**src/rtl/fetch_pkg.sv**
```systemverilog
`default_nettype none
// ============================================================================
// Module : fetch_pkg
// Desc   : Shared constants and the buffered fetch entry type.
// Rev    : 1.0
// ============================================================================
package fetch_pkg;

    localparam int                 INSTR_W   = 32;
    localparam logic [INSTR_W-1:0] NOP_INSTR = 32'h0000_0013;

    typedef struct packed {
        logic [31:0]        pc;
        logic [INSTR_W-1:0] instr;
        logic               filled;
    } fetch_entry_t;

endpackage
`default_nettype wire

```
**src/rtl/fetch_buffer.sv**
```systemverilog
`default_nettype none
// ============================================================================
// Module : fetch_buffer
// Desc   : Ordered circular queue of fetched PC/instruction entries.
// Rev    : 1.0
// ============================================================================
module fetch_buffer
    import fetch_pkg::*;
#(
    parameter int DEPTH = 4
) (
    input  logic                    clk,
    input  logic                    rst,
    input  logic                    i_flush,
    input  logic                    i_alloc,
    input  logic [31:0]             i_alloc_pc,
    input  logic                    i_fill,
    input  logic [INSTR_W-1:0]      i_fill_instr,
    input  logic                    i_pop,
    output logic                    o_head_valid,
    output fetch_entry_t            o_head,
    output logic [$clog2(DEPTH):0]  o_alloc_cnt,
    output logic [$clog2(DEPTH):0]  o_unfilled_cnt
);

    localparam int          AW         = $clog2(DEPTH);
    localparam logic [AW:0] c_ptr_one  = {{AW{1'b0}}, 1'b1};

    // Pointers carry one wrap bit so full and empty are distinguishable.
    logic [AW:0]  r_head;
    logic [AW:0]  r_tail;
    logic [AW:0]  r_fill;
    fetch_entry_t r_mem [DEPTH];

    assign o_alloc_cnt    = r_tail - r_head;
    assign o_unfilled_cnt = r_tail - r_fill;
    assign o_head         = r_mem[r_head[AW-1:0]];
    assign o_head_valid   = (r_head != r_tail) && o_head.filled;

    always_ff @(posedge clk) begin
        if (rst || i_flush) begin
            r_head <= '0;
            r_tail <= '0;
            r_fill <= '0;
            for (int i = 0; i < DEPTH; i++) begin
                r_mem[i] <= '{pc: '0, instr: NOP_INSTR, filled: 1'b0};
            end
        end else begin
            if (i_alloc) begin
                r_mem[r_tail[AW-1:0]] <= '{pc: i_alloc_pc, instr: NOP_INSTR, filled: 1'b0};
                r_tail                <= r_tail + c_ptr_one;
            end
            // Fill always lands on an older slot than the one being allocated.
            if (i_fill) begin
                r_mem[r_fill[AW-1:0]].instr  <= i_fill_instr;
                r_mem[r_fill[AW-1:0]].filled <= 1'b1;
                r_fill                       <= r_fill + c_ptr_one;
            end
            if (i_pop) begin
                r_head <= r_head + c_ptr_one;
            end
        end
    end

endmodule
`default_nettype wire

```
**src/rtl/fetch_stage.sv**
```systemverilog
`default_nettype none
// ============================================================================
// Module : fetch_stage
// Desc   : PC owner, in-order instruction fetch issue and redirect handling.
// Rev    : 1.0
// ============================================================================
module fetch_stage
    import fetch_pkg::*;
#(
    parameter logic [31:0] RESET_PC = 32'h0000_0000,
    parameter int          DEPTH    = 4
) (
    input  logic               clk,
    input  logic               rst,
    output logic               imem_req,
    output logic [31:0]        imem_addr,
    input  logic               imem_gnt,
    input  logic               imem_rvalid,
    input  logic [INSTR_W-1:0] imem_rdata,
    input  logic               redirect_valid,
    input  logic [31:0]        redirect_pc,
    input  logic               out_ready,
    output logic               out_valid,
    output logic [31:0]        PC,
    output logic [INSTR_W-1:0] instruction
);

    localparam int          CW        = $clog2(DEPTH) + 1;
    localparam logic [CW:0] c_depth   = (CW+1)'(DEPTH);
    localparam logic [CW:0] c_sum_one = {{CW{1'b0}}, 1'b1};
    localparam logic [CW-1:0] c_cnt_one = {{(CW-1){1'b0}}, 1'b1};

    logic [31:0]   r_pc;
    logic [CW-1:0] r_stale;

    logic [CW-1:0] w_alloc_cnt;
    logic [CW-1:0] w_unfilled;
    logic [CW:0]   w_occupancy;
    logic [CW:0]   w_outstanding;
    logic [CW:0]   w_stale_redirect;
    logic          w_grant;
    logic          w_drop;
    logic          w_fill;
    logic          w_pop;
    logic          w_head_valid;
    fetch_entry_t  w_head;
    logic          w_unused;

    assign w_occupancy   = {1'b0, w_alloc_cnt} + {1'b0, r_stale};
    assign w_outstanding = {1'b0, w_unfilled} + {1'b0, r_stale};

    assign imem_req  = !rst && !redirect_valid && (w_occupancy < c_depth);
    assign imem_addr = r_pc;

    assign w_grant = imem_req && imem_gnt;
    assign w_drop  = imem_rvalid && (r_stale != '0);
    assign w_fill  = imem_rvalid && (r_stale == '0) && (w_unfilled != '0) && !redirect_valid;
    assign w_pop   = w_head_valid && out_ready && !redirect_valid;

    // On redirect every unfilled request turns stale; a response arriving in
    // that same cycle retires one of them immediately.
    assign w_stale_redirect = (imem_rvalid && (w_outstanding != '0))
                            ? (w_outstanding - c_sum_one) : w_outstanding;

    assign w_unused = ^{redirect_pc[1:0], w_stale_redirect[CW]};

    always_ff @(posedge clk) begin
        if (rst) begin
            r_pc    <= RESET_PC;
            r_stale <= '0;
        end else if (redirect_valid) begin
            r_pc    <= {redirect_pc[31:2], 2'b00};
            r_stale <= w_stale_redirect[CW-1:0];
        end else begin
            if (w_grant) begin
                r_pc <= r_pc + 32'd4;
            end
            if (w_drop) begin
                r_stale <= r_stale - c_cnt_one;
            end
        end
    end

    fetch_buffer #(
        .DEPTH (DEPTH)
    ) u_buffer (
        .clk            (clk),
        .rst            (rst),
        .i_flush        (redirect_valid),
        .i_alloc        (w_grant),
        .i_alloc_pc     (r_pc),
        .i_fill         (w_fill),
        .i_fill_instr   (imem_rdata),
        .i_pop          (w_pop),
        .o_head_valid   (w_head_valid),
        .o_head         (w_head),
        .o_alloc_cnt    (w_alloc_cnt),
        .o_unfilled_cnt (w_unfilled)
    );

    assign out_valid   = w_head_valid;
    assign PC          = w_head_valid ? w_head.pc    : 32'h0;
    assign instruction = w_head_valid ? w_head.instr : NOP_INSTR;

`ifndef SYNTHESIS
    a_rvalid_outstanding: assert property (@(posedge clk) disable iff (rst)
        imem_rvalid |-> (w_outstanding != '0));
`endif

endmodule
`default_nettype wire

```
**config.mk**
```make
export PLATFORM = sky130hd
export DESIGN_NAME = fetch_stage
export DESIGN_NICKNAME = d
export VERILOG_FILES = /design/src/rtl/fetch_pkg.sv /design/src/rtl/fetch_buffer.sv /design/src/rtl/fetch_stage.sv
export SDC_FILE = /design/constraint.sdc
export NUM_CORES = 1
export LEC_CHECK = 0
export CAP_MARGIN = 20
export CORE_MARGIN = 2
export CORE_UTILIZATION = 44
export CTS_BUF_LIST = sky130_fd_sc_hd__clkbuf_4 sky130_fd_sc_hd__clkbuf_8
export CTS_CLUSTER_DIAMETER = 30
export DETAILED_ROUTE_END_ITERATION = 6
export HOLD_SLACK_MARGIN = 0.05
export PLACE_DENSITY = 0.65
export SETUP_SLACK_MARGIN = 0.3
export SYNTH_ARGS = -nofsm -noshare
export SYNTH_HDL_FRONTEND = slang
export SYNTH_HIERARCHICAL = 1
export SYNTH_SLANG_ARGS = --single-unit
export TNS_END_PERCENT = 20
```
**constraint.sdc**
```tcl
create_clock -name clk -period 5.2 [get_ports clk]
set_input_delay 1.04 -clock clk [delete_from_list [all_inputs] [get_ports clk]]
set_output_delay 1.04 -clock clk [all_outputs]
set_load 0.1 [all_outputs]
```
== After elaboration in Yosys (flattened, before gate mapping) ==
Memory sizes are Yosys's and may differ from the RTL's. A register that Yosys moved wholly into a read port is not among the register bits.
Index checks and enable logic that the tools add are counted.

* Bits in writable memories: 260
* Bits of input ports: 70
* Memories kept: 1
* Output and inout port bits: 98
* Flip-flop bits (word level): 44

* Order comparisons: 1
* Reduce and logical (&&, ||, !) cells: 23
* Muxes and demuxes: 23
* Equal/unequal tests: 1
* Add/sub/neg operators: 10

{| class="wikitable"
|+ Memories
! memory !! words !! bits a word !! read ports !! clocked after memory_dff !! write ports !! line !! RTL
|-
| u_buffer.r_mem || 4 || 65 || 1 || 1 || 4 || fetch_buffer.sv:33 || <nowiki>fetch_entry_t r_mem [DEPTH];</nowiki>
|}

{| class="wikitable"
|+ Operators with widths
! kind !! number
|-
| $mux W65 || 2
|-
| $reduce_or A65 Y1 || 2
|-
| $mux W32 || 4
|-
| $add A32 B3 Y32 const B || 1
|-
| $logic_and A1 B1 Y1 || 11
|-
| $mux W2 || 5
|-
| $add A3 B1 Y3 const B || 3
|-
| $mux W1 || 9
|-
| $mux W3 || 3
|-
| $add A3 B3 Y4 || 2
|-
| $reduce_bool A3 Y1 || 2
|-
| $sub A3 B1 Y3 const B || 2
|-
| $sub A3 B3 Y3 || 2
|-
| $lt A4 B3 Y1 const B || 1
|-
| $reduce_bool A2 Y1 || 2
|-
| $reduce_bool A4 Y1 || 1
|-
| $logic_not A3 Y1 || 1
|-
| $ne A3 B3 Y1 || 1
|-
| $logic_not A1 Y1 || 2
|-
| $reduce_or A2 Y1 || 1
|-
| $logic_or A1 B1 Y1 || 1
|}

== Longest topological paths before layout ==
* Word-level depth: 10
* Depth in mapped cells: 16
* Gate-level depth less buffers: 12

== Modules after synthesis ==
The synthesis kept the hierarchy.

{| class="wikitable"
|+ By module, submodules not included
! module !! cells an instance !! instances !! area each (µm²) !! sequential area each (µm²)
|-
| fetch_buffer || 718 || 1 || 11886.4 || 7987.7
|-
| fetch_stage || 352 || 1 || 2675.1 || 660.6
|}

== Worst setup path after synthesis ==
No wires, ideal clock.

* Path type: register to register
* From: register u_buffer.r_tail[0]
* To: memory u_buffer/r_mem[2][33] (netlist name) (enable)
* Arrival: 3626 ps
* Setup slack: 1180 ps
* Required time: 4806 ps
* Path buffers: 3
* Stages on the path, launching flop included: 16
* Cell sequence: dfxtp_1 -> inv_1 -> ha_1 -> inv_1 -> fa_1 -> xnor2_1 -> ha_1 -> nor4_2 -> nand4_1 -> inv_1 -> buf_2 -> buf_2 -> nor2b_2 -> and3_1 -> buf_2 -> nand2b_1

{| class="wikitable"
|+ RTL lines
! element !! line !! RTL
|-
| start, declared || fetch_buffer.sv:31 || <nowiki>logic [AW:0] r_tail;</nowiki>
|-
| start signal, assigned || fetch_buffer.sv:51 || <nowiki>r_tail <= r_tail + c_ptr_one;</nowiki>
|-
| end, declared || fetch_buffer.sv:33 ||
|}

==> run_summary.xml <==
<?xml version="1.0" encoding="UTF-8"?>
<metrics>
  <group name="detailed_routing">
    <metric name="drc_violation_count_after_routing" unit="">0</metric>
    <metric name="final_antenna_net_count" unit="">0</metric>
    <metric name="vias_per_cell" unit="">5.36</metric>
    <metric name="route.detailed.wl_per_inst" unit="um">20.1</metric>
    <metric name="first_pass_iters" unit="">5</metric>
    <metric name="via_count" unit="">9476</metric>
    <metric name="finalWirelength" unit="mm">35.6</metric>
    <metric name="dr.first_iter.drc_count" unit="">712</metric>
  </group>
  <group name="synthesis">
    <metric name="count_of_mapped_cells_out_of_synthesis" unit="">1070</metric>
    <metric name="synthesis.yosys.warnings" unit="">6</metric>
    <metric name="syn_area" unit="sq um">14600</metric>
    <metric name="postSynthRegisterBits" unit="">304</metric>
    <metric name="postSynth.topFlopCell" unit="">sky130_fd_sc_hd__edfxtp_1</metric>
    <metric name="count_of_flip_flops_with_a_built_in_enable_after_synthesis" unit="">256</metric>
    <metric name="syn_area_per_cell" unit="sq um">13.6</metric>
    <metric name="netlist.area_leader.share" unit="%">52.8</metric>
    <metric name="synth_top_cells_by_area" unit="">sky130_fd_sc_hd__edfxtp_1 (53%), sky130_fd_sc_hd__and2_1 (10%), sky130_fd_sc_hd__mux4_2 (10%)</metric>
    <metric name="yosys.area.top_type" unit="">sky130_fd_sc_hd__edfxtp_1</metric>
    <metric name="proportion_of_synthesized_chip_area_in_sequential_cells" unit="%">59.4</metric>
    <metric name="synth_cell_type_count" unit="">66</metric>
    <metric name="ys_async_sr_fraction" unit="%">0</metric>
  </group>
  <group name="floorplanning">
    <metric name="dieHeight" unit="um">186</metric>
    <metric name="fp.dieW" unit="um">186</metric>
    <metric name="initial_core_util" unit="%">44.8</metric>
    <metric name="die_area" unit="sq um">34600</metric>
    <metric name="core.rowCount" unit="">66</metric>
    <metric name="core_region_area" unit="sq um">32500</metric>
    <metric name="number_of_primary_i_o_pins" unit="">168</metric>
  </group>
  <group name="clock_tree">
    <metric name="cts_tree" unit="">yes</metric>
    <metric name="clk_pin_slew_worst_paths" unit="ns">0.05</metric>
    <metric name="cts_inserted_buffers" unit="">71</metric>
    <metric name="clockBufferDepth" unit="">3</metric>
    <metric name="postCtsResizedCells" unit="">0</metric>
    <metric name="cts.sink_count" unit="">304</metric>
    <metric name="cts_setup_buffers" unit="">0</metric>
    <metric name="root_buffer" unit="">sky130_fd_sc_hd__clkbuf_8</metric>
    <metric name="worstSkewPairLatency" unit="ns">0.60</metric>
    <metric name="htreeDepth" unit="">3</metric>
    <metric name="post_cts_hold_buffer_count" unit="">0</metric>
  </group>
  <group name="pwr">
    <metric name="static-leakage-power" unit="uW">0.00711</metric>
    <metric name="ir_drop" unit="V">0.000161</metric>
    <metric name="powerDensity" unit="nW/um^2">342</metric>
  </group>
  <group name="run">
    <metric name="max_cap_viol_count" unit="">0</metric>
  </group>
  <group name="outcome">
    <metric name="result_of_the_run" unit="">complete, no violations</metric>
  </group>
  <group name="grt">
    <metric name="grt_start_max_net_pins" unit="">66</metric>
    <metric name="grt_pass1_wl" unit="mm">54.7</metric>
    <metric name="gr-usage-all-layers" unit="%">21.0</metric>
    <metric name="first_global_vias" unit="">9750</metric>
    <metric name="gr-total-overflow" unit="">0</metric>
    <metric name="antenna_found_initial" unit="">2</metric>
  </group>
  <group name="layout">
    <metric name="layoutNonFillerInstCount" unit="">1768</metric>
    <metric name="final_core_utilization" unit="%">55.3</metric>
    <metric name="num-nets-final" unit="">1360</metric>
    <metric name="drive_gt1_share" unit="%">22.7</metric>
    <metric name="area.growth.synth_to_final" unit="%">23.7</metric>
  </group>
  <group name="setup_path">
    <metric name="worst_r2r_startpoint" unit="">u_buffer/r_tail[0]</metric>
    <metric name="arrival" unit="ns">4.28</metric>
    <metric name="timing.critical_path.from" unit="">u_buffer/r_tail[0]</metric>
    <metric name="crit_path_end_kind" unit="">flop</metric>
    <metric name="crit_path_max_fanout" unit="">34</metric>
    <metric name="setup.worst_path.start_class" unit="">flop</metric>
    <metric name="crit_required" unit="ns">5.41</metric>
    <metric name="setup.reg_to_reg.worst_slack" unit="ns">1.13</metric>
    <metric name="category_of_the_critical_setup_timing_path" unit="">reg2reg</metric>
  </group>
  <group name="sta">
    <metric name="fmaxAchievable" unit="MHz">246</metric>
    <metric name="setup_viol" unit="">0</metric>
    <metric name="tmin_final" unit="ns">4.07</metric>
    <metric name="worst_pin_slew" unit="ns">1.09</metric>
    <metric name="count_of_pins_over_their_slew_limit" unit="">0</metric>
    <metric name="clock_skew" unit="ns">0.0383</metric>
    <metric name="grt_setup_unrepaired" unit="">false</metric>
    <metric name="max-slew-margin-rel" unit="%">27.1</metric>
    <metric name="finalHoldViolations" unit="">0</metric>
    <metric name="layout_worst_path_cycle_share" unit="%">78.3</metric>
    <metric name="final.setup.tns" unit="ns">0</metric>
    <metric name="final.hold.worst_slack" unit="ns">0.455</metric>
  </group>
  <group name="min_path">
    <metric name="worstHoldStart" unit="">u_buffer/r_mem[2][0]</metric>
    <metric name="worstHoldPathType" unit="">reg2reg</metric>
  </group>
  <group name="placement">
    <metric name="post-place-cells" unit="">1638</metric>
    <metric name="globalplace.congestion" unit="">0.825</metric>
    <metric name="port-buffer-count" unit="">163</metric>
    <metric name="place_hpwl" unit="mm">20.2</metric>
  </group>
</metrics>
## worst max-delay path: stages (launching register included)
cell and delay [ns]:
sky130_fd_sc_hd__dfxtp_1 0.37, sky130_fd_sc_hd__inv_1 0.11, sky130_fd_sc_hd__ha_1 0.15, sky130_fd_sc_hd__inv_1 0.05, sky130_fd_sc_hd__fa_1 0.37, sky130_fd_sc_hd__xnor2_1 0.18
sky130_fd_sc_hd__ha_1 0.26, sky130_fd_sc_hd__nor4_2 0.32, sky130_fd_sc_hd__nand4_1 0.17, sky130_fd_sc_hd__inv_1 0.28, sky130_fd_sc_hd__nor2b_2 0.22, sky130_fd_sc_hd__and3_1 0.18
sky130_fd_sc_hd__buf_4 0.40, sky130_fd_sc_hd__nand2b_1 0.16, sky130_fd_sc_hd__buf_4 0.46
## layout by cell type (no fill, tap or decap), types with 18 or more instances in the layout
master / synthesis / routed
sky130_fd_sc_hd__inv_1: 22 / 22
sky130_fd_sc_hd__edfxtp_1: 256 / 256
sky130_fd_sc_hd__dfxtp_1: 48 / 46
sky130_fd_sc_hd__and3_1: 73 / 73
sky130_fd_sc_hd__and2_1: 243 / 243
sky130_fd_sc_hd__mux4_2: 65 / 65
sky130_fd_sc_hd__nor2_1: 34 / 34
sky130_fd_sc_hd__ha_1: 18 / 18
sky130_fd_sc_hd__clkbuf_8: 0 / 73
sky130_fd_sc_hd__clkdlybuf4s50_1: 0 / 98
sky130_fd_sc_hd__buf_4: 11 / 90
sky130_fd_sc_hd__nand2_1: 35 / 35
sky130_fd_sc_hd__nand3_1: 18 / 18
## cell usage after synthesis (5+ instances only)
| cell type | instances |
|---|---|
| sky130_fd_sc_hd__clkbuf_2 | 13 |
| sky130_fd_sc_hd__edfxtp_1 | 256 |
| sky130_fd_sc_hd__mux2i_1 | 5 |
| sky130_fd_sc_hd__nor3_1 | 7 |
| sky130_fd_sc_hd__clkbuf_1 | 37 |
| sky130_fd_sc_hd__nor2_1 | 34 |
| sky130_fd_sc_hd__or3_1 | 10 |
| sky130_fd_sc_hd__mux4_2 | 65 |
| sky130_fd_sc_hd__a21oi_1 | 14 |
| sky130_fd_sc_hd__buf_2 | 7 |
| sky130_fd_sc_hd__nand4_1 | 10 |
| sky130_fd_sc_hd__a31oi_1 | 9 |
| sky130_fd_sc_hd__dfxtp_1 | 48 |
| sky130_fd_sc_hd__ha_1 | 18 |
| sky130_fd_sc_hd__buf_4 | 11 |
| sky130_fd_sc_hd__inv_1 | 22 |
| sky130_fd_sc_hd__and3_1 | 73 |
| sky130_fd_sc_hd__nand3_1 | 18 |
| sky130_fd_sc_hd__a211oi_1 | 9 |
| sky130_fd_sc_hd__buf_6 | 5 |
| sky130_fd_sc_hd__xor2_1 | 8 |
| sky130_fd_sc_hd__nand2_1 | 35 |
| sky130_fd_sc_hd__xnor2_1 | 15 |
| sky130_fd_sc_hd__and2_1 | 243 |
| sky130_fd_sc_hd__o21ai_0 | 12 |
| sky130_fd_sc_hd__nand2b_1 | 17 |
## worst paths after layout
kind                                              end  depth (start not counted)
worst max-delay path            u_buffer/r_mem[2][54]                         14
worst min-delay path             u_buffer/r_mem[2][0]                          2
worst max register to register  u_buffer/r_mem[2][54]                         14
worst min register to register   u_buffer/r_mem[2][0]                          2
## flip-flops by register name, summed over array words and instances, names as in the netlist, named ones only
| name | flops |
|---|---|
| u_buffer/r_mem | 260 |
| u_buffer/r_tail | 3 |
| imem_addr | 30 |
| u_buffer/r_fill | 3 |
| r_stale | 3 |
| u_buffer/r_head | 3 |
## metal layers
| layer | track usage (%) | share of wire, % |
|---|---|---|
| met4 | 6.80 | 1.6 |
| met1 | 27.5 | 43 |
| met3 | 4.40 | 6.2 |
| met2 | 35.1 | 49 |
| met5 | 0 | 0 |
## stage by stage
stage          setup slack [ns]  total power (uW)  cell area (sq um)
3_3_place_gp               1.06              3290              16500
4_1_cts                    1.08              6220              18000
6_report                   1.13              6170              18000
2_1_floorplan              1.18              3110              14600
3_5_place_dp               1.08              3300              16500
5_1_grt                   0.852              6390              18000
## logic make-up (layout without fill, tap and decap cells)
family                     Yosys count  count (layout)  share of synthesized area [%]
AOI/OAI and AO/OA                   77              77                           3.69
xor gates and xnor gates            23              23                           1.38
adders and majority gates           21              21                           1.96
buffers and inverters               95             341                           3.16
DFF                                304             304                           59.4
muxes                               70              70                           10.4
other                                1              11                         0.0258
and+or+nand+nor                    479             479                           20.0
## area by class of cell
| type | instances | area, sq um |
|---|---|---|
| Clock inverter | 47 | 458 |
| Sequential cell | 304 | 8650 |
| Inverter | 22 | 82.6 |
| Clock buffer | 82 | 1070 |
| Tap cell | 442 | 553 |
| Fill cell | 2750 | 14500 |
| Multi-Input combinational cell | 680 | 5490 |
| Timing Repair Buffer | 190 | 1700 |
| Antenna cell | 1 | 2.50 |
## power by group
| part | internal, uW | switching, uW |
|---|---|---|
| sequential | 2740 | 68.7 |
| clock | 1720 | 1200 |
| combinational | 155 | 291 |
No activity file was read; power rests on OpenSTA's default activity.
